<file path="config.mk">
export PLATFORM = sky130hd
export DESIGN_NAME = pc_sequencer
export DESIGN_NICKNAME = d
export VERILOG_FILES = /design/src/rtl/pc_sequencer.sv
export SDC_FILE = /design/constraint.sdc
export NUM_CORES = 1
export LEC_CHECK = 0
export BUFFER_PORTS_ARGS = -buffer_cell sky130_fd_sc_hd__buf_4
export CORE_UTILIZATION = 51
export DETAILED_ROUTE_END_ITERATION = 16
export HOLD_SLACK_MARGIN = 0.05
export PLACE_DENSITY = 0.81
export SETUP_SLACK_MARGIN = 0.15
export SYNTH_ARGS = -nofsm -noshare
export SYNTH_HDL_FRONTEND = slang
export SYNTH_SLANG_ARGS = --single-unit
</file>
<file path="constraint.sdc">
create_clock -name clk -period 2.55 [get_ports clk]
set_input_delay 0 -clock clk [delete_from_list [all_inputs] [get_ports clk]]
set_output_delay 0 -clock clk [all_outputs]
set_load 0.02 [all_outputs]
</file>
<file path="src/rtl/pc_sequencer.sv">
`default_nettype none
// ============================================================================
//  Module   : pc_sequencer
//  Brief    : Program-counter and run-control stage ahead of a single-cycle
//             core. Holds the architectural PC, registers the core's next
//             address on each committed instruction, traps misaligned or
//             out-of-range targets, detects the `j .` halt idiom and counts
//             retired instructions.
//  Revision : 1.0  initial release
// ============================================================================
module pc_sequencer #(
    parameter logic [31:0] RESET_PC   = 32'h0000_0000,
    parameter int unsigned IMEM_BYTES = 1024
) (
    input  logic        clk,
    input  logic        rst,
    input  logic        start,
    input  logic        step_mode,
    input  logic        halt_req,
    input  logic [31:0] next_pc_in,
    output logic [31:0] pc_out,
    output logic        commit,
    output logic [1:0]  state,
    output logic [31:0] retired,
    output logic [31:0] fault_addr
);

    // Run-control states; encoding is visible on the state port.
    typedef enum logic [1:0] {
        ST_IDLE  = 2'b00,
        ST_RUN   = 2'b01,
        ST_HALT  = 2'b10,
        ST_FAULT = 2'b11
    } state_t;

    localparam logic [31:0] c_imem_limit  = IMEM_BYTES[31:0];
    localparam logic [31:0] c_retired_max = 32'hFFFF_FFFF;

    state_t      r_state;
    state_t      w_state_next;
    logic [31:0] r_pc;
    logic [31:0] r_retired;
    logic [31:0] r_fault_addr;

    logic        w_aligned;
    logic        w_in_range;
    logic        w_addr_ok;
    logic        w_in_run;
    logic        w_commit;
    logic        w_trap;
    logic        w_self_loop;

    // Target legality: word aligned and inside instruction memory.
    always_comb begin
        w_aligned   = (next_pc_in[1:0] == 2'b00);
        w_in_range  = (next_pc_in < c_imem_limit);
        w_addr_ok   = w_aligned && w_in_range;
        w_in_run    = (r_state == ST_RUN);
        w_commit    = w_in_run && w_addr_ok;
        w_trap      = w_in_run && !w_addr_ok;
        w_self_loop = (next_pc_in == r_pc);
    end

    // State register.
    always_ff @(posedge clk) begin
        if (rst) begin
            r_state <= ST_IDLE;
        end else begin
            r_state <= w_state_next;
        end
    end

    // Next-state logic: a bad target beats halt, halt beats single-step.
    always_comb begin
        w_state_next = r_state;
        case (r_state)
            ST_IDLE: begin
                if (start) begin
                    w_state_next = ST_RUN;
                end
            end
            ST_RUN: begin
                if (!w_addr_ok) begin
                    w_state_next = ST_FAULT;
                end else if (w_self_loop || halt_req) begin
                    w_state_next = ST_HALT;
                end else if (step_mode) begin
                    w_state_next = ST_IDLE;
                end else begin
                    w_state_next = ST_RUN;
                end
            end
            ST_HALT:  w_state_next = ST_HALT;
            ST_FAULT: w_state_next = ST_FAULT;
            default:  w_state_next = ST_IDLE;
        endcase
    end

    // PC advances only on a committed instruction.
    always_ff @(posedge clk) begin
        if (rst) begin
            r_pc <= RESET_PC;
        end else if (w_commit) begin
            r_pc <= next_pc_in;
        end
    end

    // Retired-instruction counter, sticks at all-ones instead of wrapping.
    always_ff @(posedge clk) begin
        if (rst) begin
            r_retired <= '0;
        end else if (w_commit && (r_retired != c_retired_max)) begin
            r_retired <= r_retired + 32'd1;
        end
    end

    // Capture the offending target on the RUN->FAULT transition only.
    always_ff @(posedge clk) begin
        if (rst) begin
            r_fault_addr <= '0;
        end else if (w_trap) begin
            r_fault_addr <= next_pc_in;
        end
    end

    assign pc_out     = r_pc;
    assign commit     = w_commit;
    assign state      = r_state;
    assign retired    = r_retired;
    assign fault_addr = r_fault_addr;

endmodule
`default_nettype wire

</file>
==> run metrics <==
status complete, no violations; syn_nets 543; f_max 435.0 MHz; area of the multi-input gates 2220 um^2; Yosys Warn Count 0; CP max FO 6; NumNets Final 718; total power draw 3.114 mW; critical path class reg2reg; first-pass GRT wire length 20.76 mm; P_leak 2.555 nW; DRT Pass-1 Iters 5; Seq cells post-synth 98; post-synthesis adder-cell area fraction 0.002927; period utilisation layout 0.9015; required time worst endpoint 2.80 ns; Register Area 1962 um^2; Initial Utilization 0.5230; I/O pins 136; root buffer cell clkbuf_8; minimum clock period 2.299 ns; GRT Overall Usage 0.3043; Max-Cap Viols 0; type of destination of the critical path flop; Final Cell Area 6077 um^2; Post-Synthesis Cell Area 4275 um^2; Antenna diodes 0; initial antenna violation count 0; DIE WIDTH 93.56 um; Routed WL 13.37 mm; Pint 2.305 mW; Slew Viols, Final 0; grt ovf 0; die height 93.56 um; sequential element share of the synthesized area 0.4589; largest net degree at the start of global routing 50; Max clock buf depth 2; Vias 4,625; H-tree depth 3; DRT iter0 DRCs 225; Synth cell types 39; Reg clk slew, reported paths 0.09 ns; Final Hold Viols 0; final setup vio count 0; Row Count 33; syn_area_per_cell 8.466 um^2; die area 8753 um^2; simple-gate share of the synthesized area 0.2979; Power Density 512.4 nW/um^2; DR WL/cell 16.95 um; Comb power frac 0.133; Clock Power Share 0.354; Final GP Congestion 0.8809; CTS Sinks 98; switch share 0.2597; hold slack 0.2618 ns; Worst-Skew Late Latency 0.36 ns; Sequential Power Share 0.513; main combinational cell family by area after synthesis simple AND/OR/NAND/NOR gates; critical path startpoint category flop; unrepaired setup endpoints after global routing no; Synth Instances 505; Net Sw Power 0.8088 mW; core area 8175 um^2; vias in the first global route 4,190; share of cells above drive strength 1 0.2690; Slew headroom 0.5594; peak supply drop 325.9 uV; post-synthesis mux area share 0.01844; Layout fillers 595; ANT nets after route 0; clock skew 0.008809 ns; CTS tree done; XOR/XNOR Fraction of Synth Area 0.06555; Worst Hold Class in2reg; setup_tns 0 ns; post-synthesis compound-gate area fraction 0.1273; number of remaining DRC errors 0; CTS buffer count 9; arrival time at the worst endpoint 2.55 ns; DP HPWL 8.976 mm; via/cell ratio 5.862; Placed Area 5431 um^2; Layout Area Growth over Synthesis 42.14%; number of buffers added on ports 135; Worst Tran Pin Value 0.6548 ns
cell families after synthesis:
family          Yosys count
simple gates            241
buf+inv                  31
xor+xnor                 32
flops                    98
mux                       7
compound gates           95
fa+ha+maj                 1
placed cells by master (no fill, tap or decap), types with 7 or more instances in the layout:
master,synthesis,routed
dfxtp_1,98,98
nor4_1,19,18
clkbuf_8,0,9
dlygate4sd3_1,0,40
mux2_2,7,7
buf_4,0,151
nor2_1,18,18
or4_1,22,21
nand3_1,15,14
o31ai_1,18,18
xor2_1,32,32
and3_1,26,26
nand4_1,15,15
nor2b_1,9,9
a21oi_1,64,63
nand2_1,90,90
final timing paths:
check	start	to	slack, ns	cells after the start
worst max-delay path	state[1]	state[0]	0.25	6
worst min register to register	fault_addr[1]	fault_addr[1]	0.46	2
worst max register to register	state[1]	state[0]	0.25	6
worst min-delay path	next_pc_in[16]	retired[2]	0.26	6
cell type report:
cell class,count,area share
Sequential cell,98,0.3228
Clock inverter,6,0.01503
Multi-Input combinational cell,376,0.3652
Tap cell,105,0.02162
Inverter,4,0.002471
Timing Repair Buffer,191,0.2524
Clock buffer,9,0.02038
power by group through the flow:
stage	combinational (mW)	sequential, mW	clock [mW]
floorplan	0.124	1.68	0
global placement	0.344	1.63	0
detailed placement	0.347	1.63	0
CTS	0.401	1.60	1.11
global route	0.442	1.60	1.17
finish	0.415	1.60	1.10
sequential cells by signal (all words and copies together) (netlist names):
register and cells:
fault_addr 32, pc_out 32, retired 32, state 2
through the flow:
step                      instances  setup slack (ns)  utilization
after global placement          733            0.1484       0.6644
final                           789            0.2512       0.7433
after CTS                       788            0.2474       0.7397
after floorplan                 505            0.1986            -
after global routing            789            0.1572       0.7433
after detailed placement        733            0.1030       0.6644
Yosys cell counts:
library cell / number / area [um^2]
a211oi_1: 1 / 7.510
a21oi_1: 64 / 320.3
a22oi_1: 1 / 7.510
a311oi_1: 1 / 8.760
a31oi_1: 1 / 6.260
and2_1: 1 / 6.260
and3_1: 26 / 162.7
and4_1: 3 / 26.28
buf_1: 1 / 3.750
buf_6: 1 / 11.26
clkbuf_1: 25 / 93.84
dfxtp_1: 98 / 1962
ha_1: 1 / 12.51
inv_1: 4 / 15.01
mux2_2: 7 / 78.83
nand2_1: 90 / 337.8
nand2b_1: 3 / 18.77
nand3_1: 15 / 75.07
nand3b_1: 1 / 7.510
nand4_1: 15 / 93.84
nand4b_1: 1 / 8.760
nor2_1: 18 / 67.56
nor2b_1: 9 / 56.30
nor3_1: 6 / 30.03
nor3b_1: 2 / 15.01
nor4_1: 19 / 118.9
nor4b_1: 2 / 17.52
o21ai_0: 5 / 25.02
o21ai_1: 1 / 5.000
o221a_2: 1 / 11.26
o31ai_1: 18 / 135.1
o41ai_1: 2 / 17.52
or2_2: 1 / 6.260
or2_4: 1 / 8.760
or3_1: 3 / 18.77
or4_1: 22 / 165.2
or4_4: 2 / 22.52
or4b_2: 1 / 10.01
xor2_1: 32 / 280.3
metal layers:
layer / vias to the layer above / wire, um / track usage
li1: 2170 / - / -
met1: 2218 / 5765 / 0.3909
met2: 195 / 6237 / 0.4902
met3: 42 / 905 / 0.05528
met4: 0 / 464 / 0.1500
met5: - / 0 / 0
worst max-delay path, cell delays in order (launching register included):
cell,delay (ns)
dfxtp_1,0.37
nand2b_1,0.28
nor3_1,0.48
nand2_1,0.28
nand2b_1,0.13
o41ai_1,0.08
dlygate4sd3_1,0.57
what timing repair did:
item	in CTS	in global routing
hold buffers	40	0
gates resized for setup	0	4
setup endpoints to repair	0	10
hold endpoints to repair	42	0
buffers inserted	0	1
Power figures use the tool's default switching activity.
